==> src/rtl/alu_mc_pkg.sv <==
// Shared opcode map, FSM state type and flag helper for the multi-cycle ALU.
package alu_pkg;

   localparam int OPW = 5;

   localparam logic [OPW-1:0] OP_PASSD = 5'b00000;
   localparam logic [OPW-1:0] OP_ADD   = 5'b00001;
   localparam logic [OPW-1:0] OP_ADC   = 5'b00010;
   localparam logic [OPW-1:0] OP_SUB   = 5'b00011;
   localparam logic [OPW-1:0] OP_AND   = 5'b00100;
   localparam logic [OPW-1:0] OP_OR    = 5'b00101;
   localparam logic [OPW-1:0] OP_XOR   = 5'b00110;
   localparam logic [OPW-1:0] OP_INC   = 5'b00111;
   localparam logic [OPW-1:0] OP_DEC   = 5'b01000;
   localparam logic [OPW-1:0] OP_COM   = 5'b01001;
   localparam logic [OPW-1:0] OP_LSR   = 5'b01010;
   localparam logic [OPW-1:0] OP_CP    = 5'b01011;
   localparam logic [OPW-1:0] OP_ROR   = 5'b01100;
   localparam logic [OPW-1:0] OP_NEG   = 5'b01101;
   localparam logic [OPW-1:0] OP_ASR   = 5'b01110;
   localparam logic [OPW-1:0] OP_SWAP  = 5'b01111;
   localparam logic [OPW-1:0] OP_MUL   = 5'b10000;
   localparam logic [OPW-1:0] OP_DIV   = 5'b10001;
   localparam logic [OPW-1:0] OP_PASSA = 5'b11110;

   typedef enum logic {IDLE = 1'b0, RUN = 1'b1} state_e;

   // Signed overflow of r = a + b, given the sign bits (pass ~b for subtraction).
   function automatic logic add_ovf(input logic a, input logic b, input logic r);
      return (a == b) && (r != a);
   endfunction

endpackage

==> src/rtl/alu_mc_muldiv_iter.sv <==
// Iterative W-cycle engine: unsigned shift-add multiply and restoring divide.
// The accept edge only loads operands; W further edges each do one step.
// hi/lo present the next-state values so the caller can capture them on the
// same edge as the final iteration (done is high during that last cycle).
module alu_muldiv_iter
   import alu_pkg::*;
#(
   parameter int W = 8
) (
   input  logic         clk,
   input  logic         rst,
   input  logic         start,
   input  logic         is_div,
   input  logic [W-1:0] op_a,      // multiplicand / dividend
   input  logic [W-1:0] op_b,      // multiplier / divisor
   output logic         busy,
   output logic         done,
   output logic [W-1:0] hi,
   output logic [W-1:0] lo,
   output logic         div_zero
);

   localparam int CW = (W > 2) ? $clog2(W) : 1;
   localparam logic [CW-1:0] CNT_ONE = CW'(1);

   state_e        state;
   logic [CW-1:0] cnt;
   logic          div_r;
   logic [W-1:0]  acc;    // partial product high half / partial remainder
   logic [W-1:0]  qr;     // multiplier shifting out / quotient shifting in
   logic [W-1:0]  m;      // multiplicand / divisor
   logic [W:0]    sum;
   logic [W:0]    trial;
   logic [W-1:0]  acc_nx;
   logic [W-1:0]  qr_nx;

   // One iteration step; a zero divisor always "fits" so quotient fills with ones
   always_comb begin
      sum   = {1'b0, acc} + {1'b0, m};
      trial = {acc, qr[W-1]} - {1'b0, m};
      if (div_r) begin
         if (!trial[W] || div_zero) begin
            acc_nx = trial[W-1:0];
            qr_nx  = {qr[W-2:0], 1'b1};
         end else begin
            acc_nx = {acc[W-2:0], qr[W-1]};
            qr_nx  = {qr[W-2:0], 1'b0};
         end
      end else if (qr[0]) begin
         acc_nx = sum[W:1];
         qr_nx  = {sum[0], qr[W-1:1]};
      end else begin
         acc_nx = {1'b0, acc[W-1:1]};
         qr_nx  = {acc[0], qr[W-1:1]};
      end
   end

   // IDLE/RUN sequencing and datapath registers
   always_ff @(posedge clk) begin
      if (rst) begin
         state    <= IDLE;
         cnt      <= '0;
         div_r    <= 1'b0;
         div_zero <= 1'b0;
         acc      <= '0;
         qr       <= '0;
         m        <= '0;
      end else if (state == IDLE) begin
         if (start) begin
            state    <= RUN;
            cnt      <= CW'(W - 1);
            div_r    <= is_div;
            div_zero <= is_div && (op_b == '0);
            acc      <= '0;
            qr       <= is_div ? op_a : op_b;
            m        <= is_div ? op_b : op_a;
         end
      end else begin
         acc <= acc_nx;
         qr  <= qr_nx;
         cnt <= cnt - CNT_ONE;
         if (cnt == '0) state <= IDLE;
      end
   end

   assign busy = (state == RUN);
   assign done = busy && (cnt == '0);
   assign hi   = acc_nx;
   assign lo   = qr_nx;

endmodule

==> src/rtl/alu_mc.sv <==
// Multi-cycle ALU top: single-cycle ops, flag registers and result mux;
// MUL/DIV are delegated to the iterative engine.
module alu_mc
   import alu_pkg::*;
#(
   parameter int W = 8
) (
   input  logic           clk,
   input  logic           rst,
   input  logic           en_alu,
   input  logic [OPW-1:0] aluop,
   input  logic [W-1:0]   RD,
   input  logic [W-1:0]   RA,
   output logic           busy,
   output logic           done,
   output logic [W-1:0]   out,
   output logic [W-1:0]   hi,
   output logic           cy,
   output logic           zy,
   output logic           nf,
   output logic           vf
);

   localparam logic [W-1:0] ONE = W'(1);

   logic         is_md;
   logic         accept;
   logic         eng_done;
   logic         eng_dz;
   logic [W-1:0] eng_hi;
   logic [W-1:0] eng_lo;
   logic         div_op_r;
   logic [W-1:0] s_out;
   logic         s_cy;
   logic         s_vf;
   logic [W:0]   sum;

   assign is_md  = (aluop == OP_MUL) || (aluop == OP_DIV);
   assign accept = en_alu && !busy;

   alu_muldiv_iter #(.W(W)) u_muldiv (
      .clk      (clk),
      .rst      (rst),
      .start    (accept && is_md),
      .is_div   (aluop == OP_DIV),
      .op_a     (RD),
      .op_b     (RA),
      .busy     (busy),
      .done     (eng_done),
      .hi       (eng_hi),
      .lo       (eng_lo),
      .div_zero (eng_dz)
   );

   // Single-cycle result, carry and overflow for the current opcode
   always_comb begin
      s_out = '0;
      s_cy  = 1'b0;
      s_vf  = 1'b0;
      sum   = '0;
      case (aluop)
         OP_PASSD: s_out = RD;
         OP_ADD: begin
            sum   = {1'b0, RD} + {1'b0, RA};
            s_out = sum[W-1:0];
            s_cy  = sum[W];
            s_vf  = add_ovf(RD[W-1], RA[W-1], s_out[W-1]);
         end
         OP_ADC: begin
            sum   = {1'b0, RD} + {1'b0, RA} + {{W{1'b0}}, cy};
            s_out = sum[W-1:0];
            s_cy  = sum[W];
            s_vf  = add_ovf(RD[W-1], RA[W-1], s_out[W-1]);
         end
         OP_SUB: begin
            s_out = RD - RA;
            s_cy  = (RD < RA);
            s_vf  = add_ovf(RD[W-1], ~RA[W-1], s_out[W-1]);
         end
         OP_AND: s_out = RD & RA;
         OP_OR:  s_out = RD | RA;
         OP_XOR: s_out = RD ^ RA;
         OP_INC: begin
            sum   = {1'b0, RD} + {1'b0, ONE};
            s_out = sum[W-1:0];
            s_cy  = sum[W];
            s_vf  = !RD[W-1] && s_out[W-1];
         end
         OP_DEC: begin
            s_out = RD - ONE;
            s_cy  = (RD == '0);
            s_vf  = RD[W-1] && !s_out[W-1];
         end
         OP_COM: s_out = ~RD;
         OP_LSR: begin
            s_out = {1'b0, RD[W-1:1]};
            s_cy  = RD[0];
         end
         OP_CP: begin
            s_out = RD;
            s_cy  = (RD != RA);
         end
         OP_ROR: begin
            s_out = {cy, RD[W-1:1]};
            s_cy  = RD[0];
         end
         OP_NEG: begin
            s_out = '0 - RD;
            s_cy  = (RD != '0);
            s_vf  = RD[W-1] && s_out[W-1];
         end
         OP_ASR: begin
            s_out = {RD[W-1], RD[W-1:1]};
            s_cy  = cy;
         end
         OP_SWAP:  s_out = {RD[W/2-1:0], RD[W-1:W/2]};
         OP_PASSA: s_out = RA;
         default: ;
      endcase
   end

   // Result/flag registers: update only on a single-cycle accept or engine finish
   always_ff @(posedge clk) begin
      if (rst) begin
         out      <= '0;
         hi       <= '0;
         cy       <= 1'b0;
         zy       <= 1'b1;
         nf       <= 1'b0;
         vf       <= 1'b0;
         done     <= 1'b0;
         div_op_r <= 1'b0;
      end else begin
         done <= 1'b0;
         if (accept && !is_md) begin
            out  <= s_out;
            hi   <= '0;
            cy   <= s_cy;
            zy   <= (s_out == '0);
            nf   <= s_out[W-1];
            vf   <= s_vf;
            done <= 1'b1;
         end else if (eng_done) begin
            out  <= eng_lo;
            hi   <= eng_hi;
            cy   <= div_op_r ? eng_dz : (eng_hi != '0);
            zy   <= (eng_lo == '0);
            nf   <= eng_lo[W-1];
            vf   <= 1'b0;
            done <= 1'b1;
         end
         if (accept && is_md) div_op_r <= (aluop == OP_DIV);
      end
   end

endmodule

==> config.mk <==
export PLATFORM = sky130hd
export DESIGN_NAME = alu_mc
export DESIGN_NICKNAME = d
export VERILOG_FILES = /design/src/rtl/alu_mc_pkg.sv /design/src/rtl/alu_mc_muldiv_iter.sv /design/src/rtl/alu_mc.sv
export SDC_FILE = /design/constraint.sdc
export NUM_CORES = 1
export LEC_CHECK = 0
export BUFFER_PORTS_ARGS = -buffer_cell sky130_fd_sc_hd__buf_2
export CAP_MARGIN = 5
export CORE_MARGIN = 2
export CORE_UTILIZATION = 40
export CTS_CLUSTER_SIZE = 28
export DETAILED_ROUTE_END_ITERATION = 8
export RECOVER_POWER = 50
export SYNTH_ARGS = -nofsm -noshare
export SYNTH_HDL_FRONTEND = slang
export SYNTH_SLANG_ARGS = --single-unit
==> constraint.sdc <==
create_clock -name clk -period 5.25 [get_ports clk]
set_clock_uncertainty 0.2 [all_clocks]
set_input_delay 0.525 -clock clk [delete_from_list [all_inputs] [get_ports clk]]
set_output_delay 0.525 -clock clk [all_outputs]
set_load 0.05 [all_outputs]
==> results of run 1 <==
[path summary, 6_finish.rpt]
path / slack [ns] / cells past startpoint / from / end
setup / recovery: 1.57 / 7 / aluop[1] / u_muldiv.qr[1]
hold / removal: 0.26 / 2 / hi[0] / hi[0]
setup reg to reg: 1.81 / 11 / u_muldiv.qr[7] / cy
hold reg to reg: 0.26 / 2 / hi[0] / hi[0]
[kinds of logic (layout without fill, tap and decap cells)]
kind of cell / after synthesis / after routing
AO/OA/AOI/OAI: 236 / 236
XOR/XNOR: 27 / 27
adder cells (fa/ha/maj): 51 / 51
buffers and inverters: 90 / 101
flip-flops: 51 / 51
multiplexers: 17 / 17
AND/OR/NAND/NOR: 295 / 295
[synthesized netlist by cell type, types with 4 or more instances]
| master | instances |
|---|---|
| sky130_fd_sc_hd__a211o_1 | 4 |
| sky130_fd_sc_hd__a211oi_1 | 21 |
| sky130_fd_sc_hd__a21o_1 | 4 |
| sky130_fd_sc_hd__a21oi_1 | 46 |
| sky130_fd_sc_hd__a221o_1 | 4 |
| sky130_fd_sc_hd__a221oi_1 | 17 |
| sky130_fd_sc_hd__a22oi_1 | 18 |
| sky130_fd_sc_hd__a2bb2oi_1 | 5 |
| sky130_fd_sc_hd__a311oi_1 | 8 |
| sky130_fd_sc_hd__a31oi_1 | 5 |
| sky130_fd_sc_hd__and2_1 | 8 |
| sky130_fd_sc_hd__and3_1 | 10 |
| sky130_fd_sc_hd__buf_2 | 12 |
| sky130_fd_sc_hd__clkbuf_1 | 32 |
| sky130_fd_sc_hd__dfxtp_1 | 51 |
| sky130_fd_sc_hd__fa_1 | 4 |
| sky130_fd_sc_hd__ha_1 | 47 |
| sky130_fd_sc_hd__inv_1 | 41 |
| sky130_fd_sc_hd__mux2_2 | 6 |
| sky130_fd_sc_hd__mux2i_1 | 11 |
| sky130_fd_sc_hd__nand2_1 | 58 |
| sky130_fd_sc_hd__nand2b_1 | 10 |
| sky130_fd_sc_hd__nand3_1 | 14 |
| sky130_fd_sc_hd__nand3b_1 | 5 |
| sky130_fd_sc_hd__nand4_1 | 9 |
| sky130_fd_sc_hd__nor2_1 | 110 |
| sky130_fd_sc_hd__nor2b_1 | 14 |
| sky130_fd_sc_hd__nor3_1 | 19 |
| sky130_fd_sc_hd__nor3b_1 | 4 |
| sky130_fd_sc_hd__nor4_1 | 9 |
| sky130_fd_sc_hd__o2111ai_1 | 4 |
| sky130_fd_sc_hd__o211ai_1 | 8 |
| sky130_fd_sc_hd__o21a_1 | 12 |
| sky130_fd_sc_hd__o21ai_0 | 33 |
| sky130_fd_sc_hd__o21bai_1 | 4 |
| sky130_fd_sc_hd__o221ai_1 | 6 |
| sky130_fd_sc_hd__o31ai_1 | 6 |
| sky130_fd_sc_hd__or3_1 | 4 |
| sky130_fd_sc_hd__xnor2_1 | 16 |
| sky130_fd_sc_hd__xor2_1 | 10 |
[placed cells by master (no fill, tap or decap), drive strengths merged, types with 19 or more instances in the layout]
master | netlist | layout
a211oi | 22 | 22
a21oi | 46 | 46
a221oi | 19 | 19
buf | 15 | 25
clkbuf | 32 | 30
dfxtp | 51 | 51
ha | 47 | 47
inv | 41 | 41
nand2 | 58 | 58
nor2 | 111 | 111
nor3 | 22 | 22
o21ai | 36 | 36
[stage by stage]
| stage | setup slack (ns) | cells |
|---|---|---|
| detailed placement | 1.543 | 950 |
| floorplan | 2.007 | 767 |
| global route | 1.354 | 958 |
| finish | 1.566 | 958 |
| global placement | 1.618 | 950 |
| CTS | 1.862 | 958 |
[critical path, delay by kind of cell]
| family | cells | cell delay, ns |
|---|---|---|
| compound gates | 2 | 0.83 |
| buf+inv | 2 | 1.67 |
| simple gates | 3 | 0.60 |
[final cells by class]
type                            instances  area, um^2  area share (%)
Sequential cell                        51        1021           16.83
Multi-Input combinational cell        626        4285           70.63
Inverter                               43       161.4           2.660
Tap cell                              180       225.2           3.712
Timing Repair Buffer                   50       224.0           3.691
Clock buffer                            5       125.1           2.062
Clock inverter                          3       25.02          0.4125
[sequential cells by signal, summed over array words and instances (netlist names), 3 cells and up]
register and cells:
u_muldiv.m 8, u_muldiv.cnt 3, u_muldiv.qr 8, out 8, hi 8, u_muldiv.acc 8
[metal layers]
metal  track usage, %  up-vias  wire length, um
met5                0        -                0
met4            10.30        0              768
met3            4.336       47             1491
met2            43.44      293             9518
met1            38.81     2895             9433
li1                 -     2861                -
[power breakdown]
group / switching (mW) / internal (mW)
sequential: 0.00824 / 0.397
combinational: 0.249 / 0.123
clock: 0.161 / 0.179
==> results.txt, run 1 <==
- Highest ir drop seen on vdd: 0.1462 mV
- Dividing total power by cell area gives a power density of 184.3 nW/um^2.
- STA classifies the critical path endpoint as a flip-flop.
- Critical-path top delay cell: sky130_fd_sc_hd__clkbuf_1
- The first global-routing pass estimated 32460 um of wire.
- Chip Width: 123.1 um
- Number of nets with antenna violations after detailed routing: 0
- Overall overflow remaining after global route: 0
* Worst-path maximum fanout: 30
* Cells along the critical path: clkbuf_1 > nor2b_1 > nand3_1 > clkbuf_1 > o21ai_0 > a221oi_1 > nor2_1
- Number of buffers inserted by hold repair at cts: 0
* Fraction of the mapped netlist area in adder cells: 11.78%
- In the routed layout, each cell is associated on average with a via count of about 6.4.
* Detailed placement HPWL: between 15000 and 20000 um
- In the routed design, unresolved DRC markers number 0.
- Result of the run: completed
- The critical path in this run is classified as primary input to flip-flop.
- Summing the areas of all xor and xnor instances in the mapped netlist gives 4.301% of the synthesized area.
- The initialized floorplan defines between 40 and 50 standard-cell rows.
- Sum of negative setup slack: 0 ns
* Post-Route Hold Slack: 0.2577 ns
- The count of final max-slew check failures is 0.
- Setup crit start kind: primary input
* Worst EP arrival: 3.65 ns
- The synthesized design contains 0 enable-type register cells.
* Port bufs: 45
- The most numerous cell type found on the critical path is sky130_fd_sc_hd__clkbuf_1.
- Tightest slew margin relative to the limit: 10.95%
* Vias: ~6.1k
* Library cell occupying the most area in the post-synthesis netlist: sky130_fd_sc_hd__dfxtp_1
- Worst endpoint required time: 5.21 ns
* Pin count of the biggest net entering global routing: between 40 and 50
- The number of antenna violations at the first check in global routing came to 0.
- Setup repair after global routing left no endpoint under its margin.
- Flops & latches, synth: a little over 50
* Netlist area before placement: 5673 um^2
- Number of clock sinks: 51
* Post-synth top area share: around 18%
- Filler Cell Count: 1478
* Avg Inst Size Synth: 7.396 um^2
* Layout net count: around 850
- The portion of synthesized area spent on multiplexers is approximately 3.1%.
* Detailed Routing Iterations Pass 1: 7
* CTS tree: built
- In this run the count of I/O pins placed on the die edge is between 40 and 50.
- Layout cell share with drive strength beyond 1: under 10%
* Final core occ: 43.71%
- Based on the critical path, the design can be clocked at up to 0.2714 GHz.
* Final antenna diode count: 0
- Counting the buffers created by CTS gives 5.
* Number of global-route vias before repair: about 5.6k
- The first routing iteration left slightly above 700 violations.
* Hold violation count in the final report: 0
- Simple-gate portion of the synthesized area: 25.81%
* Total global routing track utilization: between 20% and 30%
- Top post-synthesis cells by area: sky130_fd_sc_hd__dfxtp_1 18%, sky130_fd_sc_hd__ha_1 10%, sky130_fd_sc_hd__nor2_1 7.3%, sky130_fd_sc_hd__a21oi_1 4.1%, sky130_fd_sc_hd__nand2_1 3.8%
- The placed instances occupy a cell area of 5956 um^2.
* Overall die area: approximately 15000 um^2
* Clock latency on the worst-skew pair: approximately 0.30 ns
* Standby leakage power: 2.272 nW
- At the pin with the least slew margin, the transition time is between 1 and 1.5 ns.
- Count of different cell masters after synthesis: 77
* Area growth, synth to finish: 6.948%
- Clock Root Buffer: sky130_fd_sc_hd__clkbuf_16
- Buffer levels on the longest clock path: 2
* Delay of the slowest cell on the worst path: ~0.98 ns
- In this run the number of H-tree levels came out at 2.
- Final Power: 1.118 mW
- In the synthesized netlist the dominant register cell turns out to be sky130_fd_sc_hd__dfxtp_1.
* Max capacitance violation total: 0
- Routed length per instance: 22.14 um
- After clock tree synthesis, the clock-pin slew on the worst setup and hold paths is 0.07 ns.
- Syn Inst Count: between 700 and 800
* Chip height: about 120 um
* Crit share post-route: a little over two thirds
- Counting flops with an async set or reset pin after synthesis yields a share of 0%.
- Complex-gate fraction of the synthesized area: 30.44%
- Time the final worst path needs with I/O delays and setup: between 3 and 4 ns
- Largest family of logic cells by synthesized area: compound AO/OA/AOI/OAI gates
- At the end of routability-driven placement, the weighted congestion stood at 1.080.
- Number of setup violations in the final report: 0
* Synth warnings: 0
- For this block, the routed nets add up to approximately 21000 um of wire.
- The initial utilization of the core area, before any placement, comes to 40.87%.
- Area of all placed cells without fillers: just over 6000 um^2
- Post-CTS repair changed the size of 0 cells.
- Buffers added to address setup during post-CTS repair amount to 0.
- The share of the Yosys chip area taken by registers is 18.00%.
- In this run the worst hold path is classified as flip-flop to flip-flop.
- Core ar.: 13880 um^2
* Net count after synthesis: 842
Power figures use the tool's default switching activity.
==> run 2: changes to the inputs <==
==> constraint.sdc (replaced) <==
create_clock -name clk -period 3.4 [get_ports clk]
set_clock_uncertainty 0.2 [all_clocks]
set_input_delay 0.34 -clock clk [delete_from_list [all_inputs] [get_ports clk]]
set_output_delay 0.34 -clock clk [all_outputs]
set_load 0.05 [all_outputs]
==> results.txt, run 2 (synthesis gave the netlist of run 1 again) <==
- The type of the worst setup path is flip-flop to flip-flop (was primary input to flip-flop).
- The worst-case reg-to-reg path depth came to 11 (unchanged).
- Core ar.: 13880 um^2 (unchanged)
* Number of buffers inserted by hold repair at cts: 0 (unchanged)
* Count of pins over their slew limit: 0 (unchanged)
- The number of cells upsized or downsized after cts is 0 (unchanged).
- The ratio of cells with drive above 1 in the final layout was 12.79% (was 7.969%).
- Unrepaired setup endpoints after global routing: no (unchanged).
* Buffer levels on the longest clock path: 2 (unchanged)
- Time the final worst path needs with I/O delays and setup: 3.177 ns
- Hold violation count in the final report: 0 (unchanged)
- The wire length of the first global-routing pass is 32690 um (was 32460 um).
- Fmax: 0.3148 GHz
- The buffering stage count on the worst path with inverters included came to 1 (was 2).
* Number of nets with antenna violations after detailed routing: 0 (unchanged)
- The data arrival time of the worst path came to 3.14 ns (was 3.65 ns).
- Type of destination of the critical path: flip-flop (unchanged)
* Overall die area: 15150 um^2 (unchanged)
- The number of buffer cells added on primary ports came to 45 (unchanged).
- The share of the core filled with cells in the final layout came to 46.10% (was 43.71%).
- The maximum ir drop on the vdd rail was 0.2770 mV (was 0.1462 mV).
- The H-tree depth reported by CTS came to 2 (unchanged).
* Worst endpoint required time: 3.36 ns (was 5.21 ns)
- R2R setup slack: 0.22 ns (was 1.81 ns)
- Sum of negative setup slack: 0 ns (unchanged)
* Capturing point of the worst reg2reg path: cy (unchanged)
- IO Pins: 46 (unchanged)
* Std cell rows: 43 (unchanged)
* Number of buffers created by CTS: 5 (unchanged)
- The vertical die dimension was 123.1 um (unchanged).
- Hold/Removal Path Class: primary input to flip-flop (was flip-flop to flip-flop)
* Cell Count Post-Placement: 993 (was 950)
- Area of all placed cells without fillers: 6399 um^2 (was 6067 um^2)
* Total Routed Length: 21300 um (was 21210 um)
* Actual transition at the worst max-transition pin: 0.9259 ns (was 1.336 ns)
* Number of global-route vias before repair: 5697 (was 5614)
- Final Power: 1.768 mW (was 1.118 mW)
- Routability Congestion: 1.011 (was 1.080)
- The average wire per standard cell was 21.28 um (was 22.14 um).
- The category of cells accounting for the largest share of critical-path delay was compound AO/OA/AOI/OAI gates (was buffers and inverters).
- Post-DP Area: 6279 um^2 (was 5956 um^2)
* Max capacitance violation total: 0 (unchanged)
* Final cell count without fillers: 1001 (was 958)
- Endpoint of the most critical setup path: cy (was u_muldiv.qr[1])
- Result of the run: completed (unchanged)
- The post-detailed-route via-to-cell ratio is 6.306 (was 6.363).
- Crit share post-route: 93.43%
* Critical-path top delay cell: sky130_fd_sc_hd__fa_1 (was sky130_fd_sc_hd__clkbuf_1)
* Clock Root Buffer: sky130_fd_sc_hd__clkbuf_16 (unchanged)
* Beginning of the critical path: u_muldiv.qr[7] (was aluop[1])
* Standby leakage power: 2.485 nW (was 2.272 nW)
* Clk slew on worst S/H paths: 0.08 ns (was 0.07 ns)
* Pin count of the biggest net entering global routing: 42 (was 43)
- Crit. path cell count: 11 (was 7)
- The post-place setup slack came to 0.1341 ns (was 1.543 ns).
- Detailed Routing Iterations Pass 1: 5 (was 7)
- Power per cell area: 276.3 nW/um^2 (was 184.3 nW/um^2)
- Post-route setup slack: 0.2234 ns (was 1.566 ns)
- The antenna diode instance count is 0 (unchanged).
* CTS tree: built (unchanged)
- The post-CTS setup buffer count came to 0 (unchanged).
- Cells along the critical path: inv_1 > ha_1 > fa_1 > nor2b_1 > o21a_1 > o31a_1 > nor3_4 > a311oi_1 > o21ai_1 > nor4_2 > o32ai_1 (was clkbuf_1 > nor2b_1 > nand3_1 > clkbuf_1 > o21ai_0 > a221oi_1 > nor2_1).
* Initial antenna violation count: 0 (unchanged)
- The count of filler cells inserted in the layout was 1478 (unchanged).
- The total global routing overflow was 0 (unchanged).
* Worst-path maximum fanout: 7 (was 30)
* Layout net count: 895 (was 852)
- Initial core utilization: 40.87% (unchanged)
- The total routing usage reported by global routing came to 28.12% (was 27.88%).
* Clock latency on the worst-skew pair: 0.30 ns (about the same)
- Commonest cells after routing, fill and taps aside: 110 x sky130_fd_sc_hd__nor2_1, 58 x sky130_fd_sc_hd__nand2_1, 51 x sky130_fd_sc_hd__dfxtp_1 (unchanged).
* Detailed placement HPWL: 16470 um (was 16260 um)
- The delay of the slowest cell on the worst path is 0.46 ns (was 0.98 ns).
- Beginning of the worst register-to-register path: u_muldiv.qr[7] (unchanged)
- Chip Width: 123.1 um (unchanged)
* Vias: 6312 (was 6096)
- The layout-stage area growth over the synthesis result is 12.79% (was 6.948%).
- Remaining DRCs: 0 (unchanged)
- Number of setup violations in the final report: 0 (unchanged)
- The number of DRC violations after detailed-routing iteration 0 is 710 (was 714).
- Setup crit start kind: flip-flop (was primary input)
* Tightest slew margin relative to the limit: 38.27% (was 10.95%)
* Most common cell after layout, fill and taps aside: sky130_fd_sc_hd__nor2_1 (unchanged)
- Post-Route Hold Slack: 0.2373 ns (was 0.2577 ns)
- Number of clock sinks: 51 (unchanged)
run 2: area by class of cell:
cell class | instances | area [um^2] | area share, %
Sequential cell | 51 | 1021 | 15.96
Timing Repair Buffer | 93 | 541.8 | 8.467
Tap cell | 180 | 225.2 | 3.520
Inverter | 43 | 161.4 | 2.522
Clock buffer | 5 | 125.1 | 1.955
Clock inverter | 3 | 22.52 | 0.3520
Multi-Input combinational cell | 626 | 4302 | 67.23
run 2: worst min path at each step:
stage | from | to | slack (ns) | cells after the start
2_1_floorplan | u_muldiv.cnt[0] | u_muldiv.cnt[0] | 0.24 | 1
3_3_place_gp | hi[6] | hi[6] | 0.24 | 2
3_5_place_dp | hi[6] | hi[6] | 0.25 | 2
4_1_cts | rst | out[1] | 0.24 | 3
5_1_grt | rst | u_muldiv.acc[2] | 0.25 | 3
6_report | rst | out[1] | 0.24 | 3
run 2: layer usage:
| layer | track usage (%) | routed length (um) |
|---|---|---|
| met4 | 10.65 | 830 |
| met5 | 0 | 0 |
| met2 | 44.44 | 9441 |
| met1 | 38.77 | 9233 |
| met3 | 3.967 | 1796 |
run 2: report_power, final:
part           total [mW]  internal (mW)  switching [mW]  leakage, nW
clock               0.524          0.276           0.248       0.0742
sequential          0.625          0.612          0.0127        0.413
combinational       0.619          0.223           0.395         2.00
run 2: worst reg2reg max path, stage by stage, from the launching register on:
cell                       delay (ns)
sky130_fd_sc_hd__dfxtp_1         0.38
sky130_fd_sc_hd__inv_1           0.10
sky130_fd_sc_hd__ha_1            0.22
sky130_fd_sc_hd__fa_1            0.46
sky130_fd_sc_hd__nor2b_1         0.19
sky130_fd_sc_hd__o21a_1          0.26
sky130_fd_sc_hd__o31a_1          0.25
sky130_fd_sc_hd__nor3_4          0.09
sky130_fd_sc_hd__a311oi_1        0.36
sky130_fd_sc_hd__o21ai_1         0.13
sky130_fd_sc_hd__nor4_2          0.28
sky130_fd_sc_hd__o32ai_1         0.12
==> run 3: changes to the inputs <==
--- a/config.mk
+++ b/config.mk
@@ -11,7 +11,9 @@
 export CORE_UTILIZATION = 40
 export CTS_CLUSTER_SIZE = 28
 export DETAILED_ROUTE_END_ITERATION = 8
+export MAX_ROUTING_LAYER = met4
 export RECOVER_POWER = 50
+export REMOVE_ABC_BUFFERS = 1
 export SYNTH_ARGS = -nofsm -noshare
 export SYNTH_HDL_FRONTEND = slang
 export SYNTH_SLANG_ARGS = --single-unit
==> results.txt, run 3 (synthesis gave the netlist of run 1 again) <==
* Result of the run: completed (unchanged)
* Detailed Routing Iterations Pass 1: 5 (unchanged)
* Fmax: 0.3060 GHz (was 0.3148 GHz)
* Routability Congestion: 1.032 (was 1.011)
- The final total negative setup slack came to 0 ns (unchanged).
- The most common library cell in the layout ignoring fill and taps is sky130_fd_sc_hd__nor2_1 (unchanged).
- Met2 wire length: 9585 um (was 9441 um)
* Area growth, synth to finish: 12.79% (unchanged)
- The wire length of the first global-routing pass was 32650 um (was 32690 um).
* Number of buffers inserted by hold repair at cts: 0 (unchanged)
* Top sig layer: met4 (unchanged)
- The maximum ir drop on the vdd rail came to 0.1894 mV (was 0.2770 mV).
- The final instance area was 6399 um^2 (unchanged).
- Number of clock sinks: 51 (unchanged)
- The total of max-cap violations is 0 (unchanged).
- Standby leakage power: 2.476 nW (was 2.485 nW)
- Crit share post-route: 96.10% (was 93.43%)
* Final antenna diode count: 0 (unchanged)
* Commonest cells after routing, fill and taps aside: 110 x sky130_fd_sc_hd__nor2_1, 58 x sky130_fd_sc_hd__nand2_1, 51 x sky130_fd_sc_hd__dfxtp_1 (unchanged)
- The vertical die dimension is 123.1 um (unchanged).
- The number of DRC violations after detailed-routing iteration 0 was 616 (was 710).
* Power per cell area: 277.9 nW/um^2 (was 276.3 nW/um^2)
* Final cell count without fillers: 998 (was 1001)
* Total global routing track utilization: 29.18% (was 28.12%)
- Worst-path maximum fanout: 5 (was 7)
- Vias: 6285 (was 6312)
- The remaining number of nets flagged by the antenna check after routing came to 0 (unchanged).
- Pin count of the biggest net entering global routing: 43 (was 42)
* Port bufs: 45 (unchanged)
- Post-DP Area: 6256 um^2 (was 6279 um^2)
- The final worst slack was 0.1325 ns (was 0.2234 ns).
- The sum of routed wire segments on met1 is 9692 um (was 9233 um).
* Type of destination of the critical path: flip-flop (unchanged)
- Multi-input logic area: 4308 um^2 (was 4302 um^2)
- Layout net count: 892 (was 895)
- The clock latency reported for the late side of the worst-skew pair came to 0.30 ns (about the same).
- Count of pins over their slew limit: 0 (unchanged)
- Routed length per instance: 21.66 um (was 21.28 um)
* Number of buffers created by CTS: 5 (unchanged)
- Layout cell share with drive strength beyond 1: 12.96% (was 12.79%)
- The H-tree depth reported by CTS is 2 (unchanged).
* Start-to-end type of the worst setup path: flip-flop to flip-flop (unchanged)
* Pre-CTS setup slack: -0.1317 ns (was 0.1341 ns)
- Cell Count Post-Placement: 990 (was 993)
- CTS tree: built (unchanged)
* Remaining DRCs: 0 (unchanged)
- The sequential standard cell area came to 1021 um^2 (unchanged).
- The total setup violations reported at the end of the flow is 0 (unchanged).
- Post-detailed-route via-to-cell ratio: 6.298 (was 6.306)
- Core ar.: 13880 um^2 (unchanged)
* Worst endpoint required time: 3.34 ns (was 3.36 ns)
* Detailed placement HPWL: 16760 um (was 16470 um)
- Chip Width: 123.1 um (unchanged)
- Filler Cell Count: 1435 (was 1478)
- Overall die area: 15150 um^2 (unchanged)
* Initial core utilization: 40.87% (unchanged)
* Std cell rows: 43 (unchanged)
* Number of global-route vias before repair: 5758 (was 5697)
* Actual transition at the worst max-transition pin: 0.8830 ns (was 0.9259 ns)
* Tightest slew margin relative to the limit: 41.14% (was 38.27%)
- Clk slew on worst S/H paths: 0.07 ns (was 0.08 ns)
* Post-Route Hold Slack: 0.2664 ns (was 0.2373 ns)
- Setup repair bufs after CTS: 0 (unchanged)
- The classification of the worst-slack hold path is flip-flop to flip-flop (was primary input to flip-flop).
- IO Pins: 46 (unchanged)
- The data arrival time of the worst path came to 3.21 ns (was 3.14 ns).
- Time the final worst path needs with I/O delays and setup: 3.267 ns (was 3.177 ns)
- Routed length on met3: 1438 um (was 1796 um)
* Overall overflow remaining after global route: 0 (unchanged)
* Setup crit start kind: flip-flop (unchanged)
* Clock Root Buffer: sky130_fd_sc_hd__clkbuf_16 (unchanged)
- Buffer levels on the longest clock path: 2 (unchanged)
- Total Routed Length: 21610 um (was 21300 um)
- The total count of hold-check failures in the final report came to 0 (unchanged).
- The number of antenna violations at the first check in global routing is 0 (unchanged).
==> run 3: cell type report <==
cell class                 count  share of cell area (%)
clock buffer                   6                   2.171
clock inverter                 2                  0.2542
inverter                      43                   2.522
multi-input combinational    626                   67.32
sequential                    51                   15.96
tap                          180                   3.520
timing repair buffer          90                   8.252
==> run 3: power by group <==
part           total, mW  switching (mW)  internal [mW]
registers          0.625          0.0126          0.612
clock network      0.538           0.243          0.295
logic              0.615           0.394          0.221
==> run 3: final timing paths <==
check | start | endpoint | slack [ns] | depth (start not counted)
setup / recovery | u_muldiv.qr[7] | cy | 0.13 | 12
hold / removal | hi[5] | hi[5] | 0.27 | 2
setup reg to reg | u_muldiv.qr[7] | cy | 0.13 | 12
hold reg to reg | hi[5] | hi[5] | 0.27 | 2
==> run 3: per-stage QoR <==
stage	util, %	total power, mW
finish	46.10	1.778
global route	46.10	1.848
CTS	46.19	1.774
detailed placement	45.07	1.238
global placement	45.07	1.240
floorplan	-	1.012
==> run 3: worst max-delay path: stages (launching register included) <==
cell and delay, ns:
sky130_fd_sc_hd__dfxtp_1 0.39, sky130_fd_sc_hd__inv_1 0.09, sky130_fd_sc_hd__ha_1 0.22, sky130_fd_sc_hd__fa_1 0.47, sky130_fd_sc_hd__nor2b_1 0.19, sky130_fd_sc_hd__o21a_1 0.23, sky130_fd_sc_hd__o31ai_2 0.12, sky130_fd_sc_hd__nand4_1 0.17
sky130_fd_sc_hd__buf_4 0.17, sky130_fd_sc_hd__nor4b_1 0.25, sky130_fd_sc_hd__o21ai_1 0.14, sky130_fd_sc_hd__nor4_2 0.33, sky130_fd_sc_hd__o32ai_1 0.13
==> run 3: metal layers <==
metal | vias up | global-route usage, %
li1 | 2926 | -
met1 | 3039 | 39.04
met2 | 271 | 43.89
met3 | 49 | 4.566
met4 | 0 | 11.93
met5 | - | -
==> run 3: what timing repair did <==
action | in CTS | in global routing
endpoints found under the hold margin | 0 | 0
endpoints found under the setup margin | 0 | 1
gates resized for setup | 0 | 4
